## src/rtl/snake_pkg.sv

```systemverilog
// -----------------------------------------------------------------------------
// snake_pkg
//   Shared definitions for the snake game command path: joystick direction
//   encoding, draw-command opcodes, the draw-command width helper and the
//   command sequencer state encoding.
// -----------------------------------------------------------------------------
package snake_pkg;

    // Opposite directions are bitwise complements of each other.
    localparam logic [1:0] DIR_UP    = 2'b00;
    localparam logic [1:0] DIR_RIGHT = 2'b01;
    localparam logic [1:0] DIR_LEFT  = 2'b10;
    localparam logic [1:0] DIR_DOWN  = 2'b11;

    localparam logic [3:0] CMD_OP_POINT = 4'h0;
    localparam logic [3:0] CMD_OP_RECT  = 4'h1;

    typedef enum logic [1:0] {
        ST_INIT = 2'd0,
        ST_IDLE = 2'd1,
        ST_EMIT = 2'd2
    } seq_state_e;

    // opcode + two (x,y) pairs + colour
    function automatic int cmd_width(input int h_w, input int v_w, input int c_w);
        return 4 + 2 * (h_w + v_w) + c_w;
    endfunction

endpackage

```

## src/rtl/snake_tick_gen.sv

```systemverilog
// -----------------------------------------------------------------------------
// snake_tick_gen
//   Free-running game tick divider. Counts clocks while enb is high and emits
//   a one-cycle tick on the last count of each period, wrapping to zero.
//   Shared by the command sequencer and the prey/body blocks.
//
// Ports:
//   clk    in   system clock
//   rst_n  in   asynchronous active-low reset
//   enb    in   count enable; counter holds and tick stays low when 0
//   tick   out  one-cycle pulse every TICK_PERIOD enabled clocks
// -----------------------------------------------------------------------------
module snake_tick_gen #(
    parameter int TICK_CNT_WIDTH = 25,
    parameter int TICK_PERIOD    = 12500000
) (
    input  logic clk,
    input  logic rst_n,
    input  logic enb,
    output logic tick
);

    localparam logic [TICK_CNT_WIDTH-1:0] CNT_LAST = TICK_CNT_WIDTH'(TICK_PERIOD - 1);

    logic [TICK_CNT_WIDTH-1:0] cnt_q, cnt_d;

    always_comb begin
        cnt_d = cnt_q;
        tick  = 1'b0;
        if (enb) begin
            if (cnt_q == CNT_LAST) begin
                cnt_d = '0;
                tick  = 1'b1;
            end else begin
                cnt_d = cnt_q + TICK_CNT_WIDTH'(1);
            end
        end
    end

    always_ff @(posedge clk or negedge rst_n) begin
        if (!rst_n) cnt_q <= '0;
        else        cnt_q <= cnt_d;
    end

endmodule

```

## src/rtl/snake_cmd_seq.sv

```systemverilog
// -----------------------------------------------------------------------------
// snake_cmd_seq
//   Draw-command generator for the snake game core. Produces the game tick,
//   latches the joystick direction (ignoring reversals), and on every tick
//   snapshots NUM_OBJ object positions and emits one point command per enabled
//   object over a valid/ready handshake. After reset a full-screen clear rect
//   is emitted first.
//
//   Build option: define SNAKE_CMD_BORDER_EN to also emit four border rects
//   (top, bottom, left, right) after the clear.
//
// Ports:
//   clk, rst_n       clock, asynchronous active-low reset
//   enb              game enable: freezes tick counter and direction when low
//   up/down/left/right  joystick buttons (priority up > down > left > right)
//   obj_x/obj_y/obj_color/obj_en  per-object position, colour, draw enable
//   tick             one-cycle game tick
//   dir              latched direction
//   cmd, cmd_vld, cmd_rdy  draw command stream (registered valid)
//   busy             sequencer not idle
//   overrun          sticky: a tick arrived while the sequencer was busy
// -----------------------------------------------------------------------------
module snake_cmd_seq
    import snake_pkg::*;
#(
    parameter int                        H_LOGIC_WIDTH  = 5,
    parameter int                        V_LOGIC_WIDTH  = 5,
    parameter int                        H_LOGIC_MAX    = 31,
    parameter int                        V_LOGIC_MAX    = 23,
    parameter int                        COLOR_ID_WIDTH = 8,
    parameter int                        NUM_OBJ        = 3,
    parameter int                        TICK_CNT_WIDTH = 25,
    parameter int                        TICK_PERIOD    = 12500000,
    parameter logic [COLOR_ID_WIDTH-1:0] BG_COLOR       = 8'hff,
    parameter logic [COLOR_ID_WIDTH-1:0] BORDER_COLOR   = 8'h00
) (
    input  logic                                  clk,
    input  logic                                  rst_n,
    input  logic                                  enb,
    input  logic                                  up,
    input  logic                                  down,
    input  logic                                  left,
    input  logic                                  right,
    input  logic [NUM_OBJ*H_LOGIC_WIDTH-1:0]      obj_x,
    input  logic [NUM_OBJ*V_LOGIC_WIDTH-1:0]      obj_y,
    input  logic [NUM_OBJ*COLOR_ID_WIDTH-1:0]     obj_color,
    input  logic [NUM_OBJ-1:0]                    obj_en,
    output logic                                  tick,
    output logic [1:0]                            dir,
    output logic [cmd_width(H_LOGIC_WIDTH, V_LOGIC_WIDTH, COLOR_ID_WIDTH)-1:0] cmd,
    output logic                                  cmd_vld,
    input  logic                                  cmd_rdy,
    output logic                                  busy,
    output logic                                  overrun
);

    localparam int CMD_W = cmd_width(H_LOGIC_WIDTH, V_LOGIC_WIDTH, COLOR_ID_WIDTH);
    localparam int IDX_W = (NUM_OBJ < 2) ? 1 : $clog2(NUM_OBJ + 1);

    localparam logic [IDX_W-1:0]         IDX_END = IDX_W'(NUM_OBJ);
    localparam logic [H_LOGIC_WIDTH-1:0] HMAX    = H_LOGIC_WIDTH'(H_LOGIC_MAX);
    localparam logic [V_LOGIC_WIDTH-1:0] VMAX    = V_LOGIC_WIDTH'(V_LOGIC_MAX);
    localparam logic [H_LOGIC_WIDTH-1:0] H0      = '0;
    localparam logic [V_LOGIC_WIDTH-1:0] V0      = '0;

    // Index of the last INIT rect: clear only, or clear + four borders.
`ifdef SNAKE_CMD_BORDER_EN
    localparam logic [2:0] INIT_LAST = 3'd4;
`else
    localparam logic [2:0] INIT_LAST = 3'd0;
`endif

    // ---------------------------------------------------------------- helpers
    function automatic logic [CMD_W-1:0] point_cmd(
        input logic [H_LOGIC_WIDTH-1:0]  x,
        input logic [V_LOGIC_WIDTH-1:0]  y,
        input logic [COLOR_ID_WIDTH-1:0] c
    );
        return {CMD_OP_POINT, x, y, c, {(H_LOGIC_WIDTH + V_LOGIC_WIDTH){1'b0}}};
    endfunction

    function automatic logic [CMD_W-1:0] rect_cmd(
        input logic [H_LOGIC_WIDTH-1:0]  x0,
        input logic [V_LOGIC_WIDTH-1:0]  y0,
        input logic [H_LOGIC_WIDTH-1:0]  x1,
        input logic [V_LOGIC_WIDTH-1:0]  y1,
        input logic [COLOR_ID_WIDTH-1:0] c
    );
        return {CMD_OP_RECT, x0, y0, x1, y1, c};
    endfunction

    // INIT step 0 is the clear; steps 1..4 are the borders.
    function automatic logic [CMD_W-1:0] init_cmd(input logic [2:0] step);
        case (step)
            3'd1:    return rect_cmd(H0,   V0,   HMAX, V0,   BORDER_COLOR);
            3'd2:    return rect_cmd(H0,   VMAX, HMAX, VMAX, BORDER_COLOR);
            3'd3:    return rect_cmd(H0,   V0,   H0,   VMAX, BORDER_COLOR);
            3'd4:    return rect_cmd(HMAX, V0,   HMAX, VMAX, BORDER_COLOR);
            default: return rect_cmd(H0,   V0,   HMAX, VMAX, BG_COLOR);
        endcase
    endfunction

    // ---------------------------------------------------------------- tick
    snake_tick_gen #(
        .TICK_CNT_WIDTH (TICK_CNT_WIDTH),
        .TICK_PERIOD    (TICK_PERIOD)
    ) u_tick_gen (
        .clk   (clk),
        .rst_n (rst_n),
        .enb   (enb),
        .tick  (tick)
    );

    // ---------------------------------------------------------------- direction
    logic [1:0] dir_q, dir_d;
    logic [1:0] dir_cand;
    logic       dir_cand_vld;

    always_comb begin
        dir_cand     = dir_q;
        dir_cand_vld = 1'b1;
        if      (up)    dir_cand = DIR_UP;
        else if (down)  dir_cand = DIR_DOWN;
        else if (left)  dir_cand = DIR_LEFT;
        else if (right) dir_cand = DIR_RIGHT;
        else            dir_cand_vld = 1'b0;

        dir_d = dir_q;
        // A reversal request is dropped, not replaced by a lower-priority button.
        if (enb && dir_cand_vld && (dir_cand != ~dir_q))
            dir_d = dir_cand;
    end

    // ---------------------------------------------------------------- sequencer
    seq_state_e state_q, state_d;
    logic [IDX_W-1:0] idx_q, idx_d;
    logic [2:0]       init_q, init_d;
    logic             vld_q, vld_d;
    logic [CMD_W-1:0] cmd_q, cmd_d;
    logic             overrun_q, overrun_d;

    logic [NUM_OBJ-1:0][H_LOGIC_WIDTH-1:0]  snap_x_q, snap_x_d;
    logic [NUM_OBJ-1:0][V_LOGIC_WIDTH-1:0]  snap_y_q, snap_y_d;
    logic [NUM_OBJ-1:0][COLOR_ID_WIDTH-1:0] snap_c_q, snap_c_d;
    logic [NUM_OBJ-1:0]                     snap_en_q, snap_en_d;

    // Current command slot is finished: either nothing presented or accepted.
    logic             slot_done;
    logic [IDX_W-1:0] idx_nxt;
    logic             idx_last;

    // Snapshot entry for idx_nxt; loop compare keeps index widths exact.
    logic [H_LOGIC_WIDTH-1:0]  sel_x;
    logic [V_LOGIC_WIDTH-1:0]  sel_y;
    logic [COLOR_ID_WIDTH-1:0] sel_c;
    logic                      sel_en;

    assign slot_done = !vld_q || cmd_rdy;
    assign idx_nxt   = idx_q + IDX_W'(1);
    assign idx_last  = (idx_nxt == IDX_END);

    always_comb begin
        sel_x  = '0;
        sel_y  = '0;
        sel_c  = '0;
        sel_en = 1'b0;
        for (int i = 0; i < NUM_OBJ; i++) begin
            if (idx_nxt == IDX_W'(i)) begin
                sel_x  = snap_x_q[i];
                sel_y  = snap_y_q[i];
                sel_c  = snap_c_q[i];
                sel_en = snap_en_q[i];
            end
        end
    end

    // State register.
    always_ff @(posedge clk or negedge rst_n) begin
        if (!rst_n) begin
            state_q   <= ST_INIT;
            idx_q     <= '0;
            init_q    <= '0;
            vld_q     <= 1'b0;
            cmd_q     <= '0;
            overrun_q <= 1'b0;
            dir_q     <= DIR_RIGHT;
            snap_x_q  <= '0;
            snap_y_q  <= '0;
            snap_c_q  <= '0;
            snap_en_q <= '0;
        end else begin
            state_q   <= state_d;
            idx_q     <= idx_d;
            init_q    <= init_d;
            vld_q     <= vld_d;
            cmd_q     <= cmd_d;
            overrun_q <= overrun_d;
            dir_q     <= dir_d;
            snap_x_q  <= snap_x_d;
            snap_y_q  <= snap_y_d;
            snap_c_q  <= snap_c_d;
            snap_en_q <= snap_en_d;
        end
    end

    // Next-state logic.
    always_comb begin
        state_d = state_q;
        idx_d   = idx_q;
        init_d  = init_q;
        case (state_q)
            ST_INIT: begin
                if (vld_q && cmd_rdy) begin
                    if (init_q == INIT_LAST) state_d = ST_IDLE;
                    else                     init_d  = init_q + 3'd1;
                end
            end
            ST_IDLE: begin
                if (tick) begin
                    state_d = ST_EMIT;
                    idx_d   = '0;
                end
            end
            ST_EMIT: begin
                if (slot_done) begin
                    if (idx_last) state_d = ST_IDLE;
                    else          idx_d   = idx_nxt;
                end
            end
            default: state_d = ST_INIT;
        endcase
    end

    // Output / datapath next values. cmd and cmd_vld are registered, so the
    // command for the next slot is loaded one cycle ahead of presentation.
    always_comb begin
        vld_d     = vld_q;
        cmd_d     = cmd_q;
        snap_x_d  = snap_x_q;
        snap_y_d  = snap_y_q;
        snap_c_d  = snap_c_q;
        snap_en_d = snap_en_q;
        overrun_d = overrun_q | (tick && (state_q != ST_IDLE));
        case (state_q)
            ST_INIT: begin
                if (!vld_q) begin
                    vld_d = 1'b1;
                    cmd_d = init_cmd(init_q);
                end else if (cmd_rdy) begin
                    if (init_q == INIT_LAST) begin
                        vld_d = 1'b0;
                    end else begin
                        cmd_d = init_cmd(init_q + 3'd1);
                    end
                end
            end
            ST_IDLE: begin
                if (tick) begin
                    snap_x_d  = obj_x;
                    snap_y_d  = obj_y;
                    snap_c_d  = obj_color;
                    snap_en_d = obj_en;
                    // Object 0 goes straight from the live inputs so its
                    // command is valid the cycle after the tick.
                    vld_d = obj_en[0];
                    cmd_d = point_cmd(obj_x[H_LOGIC_WIDTH-1:0],
                                      obj_y[V_LOGIC_WIDTH-1:0],
                                      obj_color[COLOR_ID_WIDTH-1:0]);
                end
            end
            ST_EMIT: begin
                if (slot_done) begin
                    if (idx_last) begin
                        vld_d = 1'b0;
                    end else begin
                        vld_d = sel_en;
                        cmd_d = point_cmd(sel_x, sel_y, sel_c);
                    end
                end
            end
            default: vld_d = 1'b0;
        endcase
    end

    assign dir     = dir_q;
    assign cmd     = cmd_q;
    assign cmd_vld = vld_q;
    assign busy    = (state_q != ST_IDLE);
    assign overrun = overrun_q;

endmodule
```

## config.mk

```make
export PLATFORM = sky130hd
export DESIGN_NAME = snake_cmd_seq
export DESIGN_NICKNAME = d
export VERILOG_FILES = /design/src/rtl/snake_pkg.sv /design/src/rtl/snake_tick_gen.sv /design/src/rtl/snake_cmd_seq.sv
export SDC_FILE = /design/constraint.sdc
export NUM_CORES = 1
export LEC_CHECK = 0
export ABC_CLOCK_PERIOD_IN_PS = 7400
export BUFFER_PORTS_ARGS = -buffer_cell sky130_fd_sc_hd__buf_2
export CELL_PAD_IN_SITES_DETAIL_PLACEMENT = 1
export CELL_PAD_IN_SITES_GLOBAL_PLACEMENT = 2
export CORE_MARGIN = 3
export CORE_UTILIZATION = 40
export CTS_CLUSTER_DIAMETER = 80
export CTS_CLUSTER_SIZE = 40
export DETAILED_ROUTE_END_ITERATION = 10
export GPL_TIMING_DRIVEN = 0
export PLACE_DENSITY_LB_ADDON = 0.12
export REMOVE_ABC_BUFFERS = 1
export SYNTH_ARGS = -nofsm -noshare
export SYNTH_HDL_FRONTEND = slang
export SYNTH_SLANG_ARGS = --single-unit
```

## constraint.sdc

```tcl
create_clock -name clk -period 7.4 [get_ports clk]
set_clock_uncertainty 0.15 [all_clocks]
set_input_delay 1.48 -clock clk [delete_from_list [all_inputs] [get_ports clk]]
set_output_delay 1.48 -clock clk [all_outputs]
set_load 0.1 [all_outputs]
```

==> impl.org, run 1 <==
** Synthesis
- Total standard cell area after synthesis :: about 6000 µm²
- Share of async-settable or async-resettable flops after synthesis :: between 90% and 100%
- Counting flops with a built-in enable in the synthesized netlist gives 0.
- Synthesis produced a netlist whose cell count is between 500 and 600.
- In this run, synthesis produced a sequential element count of 114.
- Sequential cell area fraction in the yosys report :: 47.9%
- During synthesis, Yosys emitted a total of 0 warnings.
- Among all flip-flop cells after synthesis, the most frequent one is dfrtp_1.
- Synthesized area per cell :: 11.3 µm²
- Number of different library cells in the post-synthesis netlist :: 57

** Route
- Number of optimization iterations in the first detailed-route pass :: 4
- Dividing the detail-routed wire length by the instance count gives 19.6 µm.
- In this run the remaining antenna-violating nets after routing total 0.
- DRC marker count from the first detailed-route iteration :: 157
- In the routed layout, each cell is associated on average with a via count of between 5 and 6.
- For this block, the via count after detailed routing is 4365.
- Routed WL :: between 15000 and 20000 µm
- Total DRC errors in the routed layout :: 0

** CTS
- Clock tree synthesis found a total of 114 sinks.
- Clock root buffer master :: clkbuf_16
- Deepest level of the CTS H-tree :: 4
- TritonCTS built the clock tree.
- Maximum root-to-sink buffer count :: 2
- Post-CTS repair changed the size of 0 cells.
- In this run the post-CTS setup repair buffer count came out at 0.
- The later pin in the worst-skew pair is clocked with a latency of 0.41 ns.
- Number of hold-repair buffers added at the cts stage :: 0
- Total CTS buffers :: 17
- Clock-pin slew reported for the worst setup and hold paths after clock tree synthesis :: about 0.050 ns

** Setup path
- Critical path's slowest cell :: buf_2
- Crit-path max FO :: 8
- Cell family contributing the most delay on the critical path :: buffers and inverters
- Together, buffers and inverters on the worst path number 2.
- Worst-path cell chain :: buf_2 -> nand3_1 -> nor4_1 -> buf_2
- For the worst setup path, the data required time is 5.77 ns.
- At the worst endpoint, the arrival time is between 2 and 3 ns.
- The critical path crosses 4 cells after its start point.
- Setup CP Type :: in2out
- Endpoint type of the worst setup path :: output port
- Category of the worst setup path launch point :: input pin
- The worst register-to-register path has a depth of 6.
- Among the stages of the critical path, the cell type that occurs most often is buf_2.
- On the worst path, the slowest cell contributes a delay of 0.49 ns.

** Cells and area
- In the final layout, the share of cells above drive strength 1 is between 30% and 40%.
- In the final layout, the multi-input gates occupy approximately 2800 µm².
- From synthesis to final layout, the design area changed by 18.6%.
- The finished layout holds between 800 and 900 standard cells, fillers aside.
- After the last flow step, the layout net total stands at 693.
- The number of antenna diodes in the final layout is 0.
- Register area :: 2850 µm²
- The filler cells instantiated in the layout total approximately 1600.

** Floorplanning
- Number of top-level pins :: between 100 and 150
- From left edge to right edge, the die measures 128 µm.
- Once the floorplan was initialized, standard cells occupied 42.0% of the core.
- The floorplan step defined a die boundary enclosing approximately 16000 µm².
- The core region is 14200 µm².
- The floorplan step set the die height to 128 µm.
- Row generation in the floorplan step produced 43 rows.

** Global routing
- Grt ovf :: 0
- Largest net degree at the start of global routing :: 67
- The number of antenna violations at the first check in global routing is 0.
- Vias in the first global route :: 4839
- The first global-routing pass estimated approximately 26000 µm of wire.
- Gr usage total :: 20.4%

** Hold path
- Worst hold path type :: reg2reg
- Counting instances, the worst hold path has a depth of 1.

** STA
- Number of hold violations in the final report :: 0
- Final hold analysis gives a worst-case slack of 0.302 ns.
- Peak Freq :: 233 MHz
- Final number of max-transition violations :: 0
- Actual transition at the worst max-transition pin :: 1.43 ns
- Setup total negative slack on the finished layout was measured at 0 ns.
- Final critical-path share of the clock period :: 57.9%
- RSZ-0062 raised after global routing :: false
- Headroom to the max-slew limit came out at 4.60%.
- Final worst path period need :: 4.28 ns
- Setup violations remaining at the end of the flow were counted as 0.

** Place
- The wire-length estimate of the detail-placed layout is 10500 µm.
- Once placement completed, the tool counted placed cells totaling around 770.
- At the end of routability-driven placement, the weighted congestion stood at about 0.75.
- Count of input and output buffers :: 99

** Power
- Of the total power, registers draw between 40% and 50%.
- Total Power :: roughly 0.0015 W
- Worst ir drop on vdd :: 0.000165 V
- Relative contribution of combinational cells to total power :: 8.1%
- In this run the power density over the cells is 217 nW/µm².
- Int Pwr :: 0.00115 W
- Summed over all cells, the static leakage comes to around 3.5 nW.
- Net switching share of the total power :: between 20% and 30%
- For this design the total switching power over the nets is 0.000382 W.
- Clock Power Share :: 48.6%

** Run status
- The flow ran to the end, and the final reports show no timing, DRC or antenna violations.

** Job
- Max_cap viols :: 0
state kept, by name, summed over array words and instances, names as in the netlist:
name and flops:
cmd 21, cmd_vld 1, dir 2, idx_q 2
init_q 3, overrun 1, snap_c_q 24, snap_en_q 3
snap_x_q 15, snap_y_q 15, state_q 2, u_tick_gen.cnt_q 25
cell usage in the layout (no fill, tap or decap), types with 3 or more instances in the layout:
master     synthesis  final
a221o_1            5      5
and4_1             3      3
nand3_1           15     15
clkinv_2           0      5
nand4_1            8      8
buf_2              0     98
clkbuf_8           0      5
nor3b_1            4      4
nand2_1           30     29
ha_1              15     15
xnor2_1           10     10
a21oi_1           19     19
nor3_1            13     13
a21o_1             4      4
o211ai_1           6      6
nor4_1             3      3
mux2_2            30     30
a31oi_1            7      7
mux2_4            30     30
inv_1             29     29
o21ai_0           30     30
dfrtp_1          113    113
o21a_1             4      4
nand2b_1           3      3
mux2i_1           15     15
and3_1             3      3
conb_1             1      3
clkbuf_1          19      5
clkbuf_16          0     17
xor2_1            11     11
mux2_1             8      8
nor2_1            19     19
nor2b_1           10     10
a221oi_1          14     14
cells in the mapped netlist (all sizes together) (6+ instances only):
cell	number	area share, %
nor2	19	1.2
buf	20	2.8
nand4	8	0.84
nand3	15	1.3
inv	29	1.8
ha	15	3.1
dfrtp	113	47
mux2	68	15
xnor2	10	1.5
nor3	13	1.1
clkbuf	19	1.2
nor2b	10	1.0
xor2	11	1.6
o21ai	30	2.5
a31oi	7	0.73
a21oi	19	1.6
a221oi	14	2.1
o211ai	6	0.76
nand2	30	1.9
mux2i	15	2.5
kinds of logic after synthesis:
| kind of cell | count (synthesis) | share of synthesized area (%) |
|---|---|---|
| other cells | 1 | 0.0629 |
| simple gates | 124 | 11.2 |
| mux | 83 | 17.3 |
| compound gates | 103 | 11.6 |
| fa+ha+maj | 15 | 3.15 |
| xor+xnor | 21 | 3.09 |
| buf+inv | 68 | 5.79 |
| flops | 114 | 47.9 |
layer usage:
layer,track usage (%),vias to the layer above,routed length (µm)
met5,0,-,0
met4,5.68,0,250
met2,35.3,88,8150
li1,-,2051,-
met3,5.75,26,617
met1,24.9,2200,6810
final cells by class:
type,count,area share [%]
multi-input combinational,349,39.3
inverter,29,1.54
timing repair buffer,102,8.04
clock inverter,5,0.354
sequential,114,40.4
clock buffer,27,7.26
tap,180,3.19
power by group through the flow:
stage	clock, W	combinational, W	sequential [W]
6_report	0.000746	0.000124	0.000666
2_1_floorplan	0	0.0000520	0.000693
4_1_cts	0.000765	0.000126	0.000666
3_3_place_gp	0	0.000120	0.000675
5_1_grt	0.000801	0.000137	0.000669
3_5_place_dp	0	0.000126	0.000676
through the flow:
stage	instance area, µm²	utilization [%]	setup slack [ns]
floorplan	5730	-	0.709
global placement	6450	45.4	1.09
detailed placement	6530	46.0	3.10
CTS	7070	49.8	3.09
global route	7070	49.8	2.98
finish	7070	49.8	3.12
final timing paths:
check                            from           to  slack (ns)
max                               enb         tick        3.12
min                           overrun      overrun        0.30
min reg2reg                   overrun      overrun        0.30
min in group asynchronous       rst_n      cmd[10]        0.85
max in group asynchronous       rst_n  snap_c_q[9]        5.56
max reg2reg                state_q[0]      cmd[17]        3.85
No activity file was read; power rests on OpenSTA's default activity.
==> inputs of run 2 (changes only) <==
--- a/config.mk
+++ b/config.mk
@@ -5,12 +5,12 @@
 export SDC_FILE = /design/constraint.sdc
 export NUM_CORES = 1
 export LEC_CHECK = 0
-export ABC_CLOCK_PERIOD_IN_PS = 7400
+export ABC_CLOCK_PERIOD_IN_PS = 4200
 export BUFFER_PORTS_ARGS = -buffer_cell sky130_fd_sc_hd__buf_2
 export CELL_PAD_IN_SITES_DETAIL_PLACEMENT = 1
 export CELL_PAD_IN_SITES_GLOBAL_PLACEMENT = 2
 export CORE_MARGIN = 3
-export CORE_UTILIZATION = 40
+export CORE_UTILIZATION = 37
 export CTS_CLUSTER_DIAMETER = 80
 export CTS_CLUSTER_SIZE = 40
 export DETAILED_ROUTE_END_ITERATION = 10
==> constraint.sdc (replaced) <==
create_clock -name clk -period 4.2 [get_ports clk]
set_clock_uncertainty 0.15 [all_clocks]
set_input_delay 0.84 -clock clk [delete_from_list [all_inputs] [get_ports clk]]
set_output_delay 0.84 -clock clk [all_outputs]
set_load 0.1 [all_outputs]
==> run 2 against run 1 <==
Effect of this change:
- clock-buffer cell count is 7 lower
- hold slack worse by 0.20 ns
- cell area is 2.4% higher
- wire length is 0.54% higher
- sequential power is 76% higher
- sequential share of layout area is 0.96 points lower
- largest cell class unchanged
- register-to-register slack worse by 2.9 ns
- critical endpoint unchanged
- sequential cell count stayed put
- combinational power is 78% higher
- total power is 97% higher
- first-iteration DRC count is 9.6% higher
- cell count is 4.0% higher
==> impl.org, run 2 (synthesis gave the netlist of run 1 again) <==
** Run status
- Status :: finished, final reports clean (unchanged)

** Cells and area
- Relative area change from synthesis to final layout :: 21.5% (was 18.6%)
- Cell area after layout :: 7240 µm² (was 7070 µm²)
- Register area :: 2850 µm² (unchanged)
- The total number of nets in the final design was 693 (unchanged).
- The area occupied by multi-input gates is 2780 µm² (about the same).
- The register ranked first by flip-flop count is u_tick_gen.cnt_q (unchanged).
- The number of flip-flops in the largest register was 25 (unchanged).
- Final instance count without filler cells :: 838 (was 806)
- The leading cell type in the layout, fill and taps excluded is dfrtp_1 (unchanged).
- Most frequent cells in the layout: dfrtp_1 (113), buf_2 (98), o21ai_0 (30), mux2_4 (30), mux2_2 (30) (unchanged).
- The fill cell total of the finished layout is 1683 (was 1558).
- The fraction of final layout cells with drive strength greater than 1 is 32.4% (was 31.5%).

** CTS
- Total of cells resized after clock tree synthesis :: 0 (unchanged)
- The clock tree from TritonCTS is done (unchanged).
- Clock root buffer master :: clkbuf_16 (unchanged)
- Deepest level of the CTS H-tree :: 4 (unchanged)
- Post-CTS Repair Setup Buffers :: 0 (unchanged)
- Maximum root-to-sink buffer count :: 2 (unchanged)
- Clock-pin slew reported for the worst setup and hold paths after clock tree synthesis :: 0.06 ns (was 0.05 ns)
- Insertion delay to the later sink of the worst-skew pair :: 0.41 ns (about the same)
- The number of CTS-inserted buffers was 17 (unchanged).
- The total number of clock tree sinks is 114 (unchanged).
- Number of hold-repair buffers added at the cts stage :: 0 (unchanged)

** STA
- Final setup violation count :: 0 (unchanged)
- Final critical-path share of the clock period :: between 80% and 90%
- The actual transition at the worst max-transition pin is 1.27 ns (was 1.43 ns).
- Static timing analysis puts the maximum clock frequency at 297 MHz.
- Final number of max-transition violations :: 0 (unchanged)
- The number of endpoints with negative hold slack in the final report came to 0 (unchanged).
- The headroom to the max-slew limit came to 15.4% (was 4.60%).
- The routed design could run at a clock period as short as between 3 and 4 ns.
- RSZ-0062 raised after global routing: false (unchanged).

** Setup path
- Endpoint type of the worst setup path :: output port (unchanged)
- The data arrival at the endpoint of the critical path was 2.37 ns (was 2.65 ns).
- Crit-path max FO :: 7 (was 8)
- The type of origin of the critical path was a flip-flop (was input pin).
- Required time at the worst-slack endpoint :: 3.21 ns (was 5.77 ns)
- The category of the critical setup timing path is reg2out (was in2out).
- The flop-to-flop setup slack came to 0.97 ns (was 3.85 ns).

** Place
- Placed Instance Area :: 6570 µm² (was 6530 µm²)
- The instance count after placement with tap cells included was 805 (was 774).
- The final weighted congestion in routability-driven placement came to 0.758 (was 0.753).
- The half-perimeter wire length after detailed placement is 10400 µm (was 10500 µm).
- Count of input and output buffers :: 99 (unchanged)

** Power
- Pwr Density :: 417 nW/µm² (was 217 nW/µm²)
- The power after layout came to 0.00302 W (was 0.00154 W).
- Worst ir drop on vdd :: 0.000284 V (was 0.000165 V)
- The cell leakage power was 3.59 nW (was 3.55 nW).

** Route
- Number of optimization iterations in the first detailed-route pass :: 4 (unchanged)
- Per-cell routed wire length :: 19.0 µm (was 19.6 µm)
- The number of nets with antenna violations after routing is 0 (unchanged).
- Total DRC errors in the routed layout :: 0 (unchanged)
- Count of vias placed by the detailed router :: 4388 (was 4365)
- The DRC marker count from the first detailed-route iteration is 172 (was 157).
- The aggregate routed wire length is 15900 µm (was 15800 µm).
- Drt via density :: 5.24 (was 5.42)

** Global routing
- The number of global-route vias before repair was 4775 (was 4839).
- Gr usage total :: 18.8% (was 20.4%)
- Global-route wire length before repair :: 26100 µm (was 25800 µm)
- The number of antenna violations at the first check in global routing was 0 (unchanged).
- Largest net degree at the start of global routing :: 96 (was 67)
- Grt ovf :: 0 (unchanged)

** Hold path
- Worst hold path type :: in2async (was reg2reg)

** Floorplanning
- The die area came to 17700 µm² (was 16400 µm²).
- The width of the die is 133 µm (was 128 µm).
- Number of placement rows :: 45 (was 43)
- The effective utilization at floorplan was 38.5% (was 42.0%).
- The area of the core came to 15500 µm² (was 14200 µm²).
- Die Span Y :: 133 µm (was 128 µm)
- The I/O pin count is 103 (unchanged).

** Job
- Max_cap viols :: 0 (unchanged)
run 2: cell types whose count changed in the layout (fill, tap and decap cells not counted):
cell	delta
clkinv_4	+3
clkbuf_1	-5
clkinv_2	-4
and3b_2	+1
bufinv_16	+5
clkbuf_8	-2
buf_4	+1
buf_6	-1
clkinvlp_4	+3
diode_2	+1
and3b_1	-1
run 2: layer usage:
metal  track usage [%]  share of wire, %  up-vias
met2              31.2                50       96
met3              5.36               5.3        8
met1              24.4                44     2225
li1                  -                 -     2059
met4              4.50              0.73        0
met5                 0                 0        -
run 2: path summary, 6_finish.rpt:
path                                startpoint              endpoint  depth (start not counted)
min in group clk                       overrun               overrun                          1
setup / recovery           u_tick_gen.cnt_q[0]                  tick                          5
max in group asynchronous                rst_n  u_tick_gen.cnt_q[16]                          2
setup reg to reg                      idx_q[0]               cmd[14]                          7
hold / removal                           rst_n          snap_y_q[11]                          1
hold reg to reg                        overrun               overrun                          1
run 2: metrics by stage:
| stage | TNS (ns) | util (%) | hold WS (ns) | setup slack, ns |
|---|---|---|---|---|
| floorplan | -16.98 | - | 0.314 | -1.85 |
| global placement | -85.46 | 41.9 | 0.292 | -1.51 |
| detailed placement | 0 | 42.4 | 0.298 | 0.554 |
| CTS | 0 | 46.7 | 0.102 | 0.549 |
| global route | 0 | 46.7 | 0.107 | 0.636 |
| finish | 0 | 46.8 | 0.106 | 0.837 |
run 2: critical path, stage by stage (launching register included):
cell and delay, ns:
dfrtp_1 0.39, ha_1 0.35, and4_1 0.25, nand2_1 0.11, nor4_1 0.36, buf_2 0.50
run 2: power breakdown:
part | internal [W] | switching, W | leakage [nW]
Sequential | 0.00113 | 0.0000419 | 1.53
Combinational | 0.0000765 | 0.000144 | 1.75
Clock | 0.00110 | 0.000530 | 0.318
Total | 0.00231 | 0.000716 | 3.59
run 2: final cells by class:
type                            instances  area share (%)
Sequential cell                       114            39.4
Multi-Input combinational cell        349            38.3
Timing Repair Buffer                  102            7.79
Clock buffer                           20            6.45
Tap cell                              211            3.65
Clock inverter                         12            2.82
Inverter                               29            1.50
Antenna cell                            1          0.0346
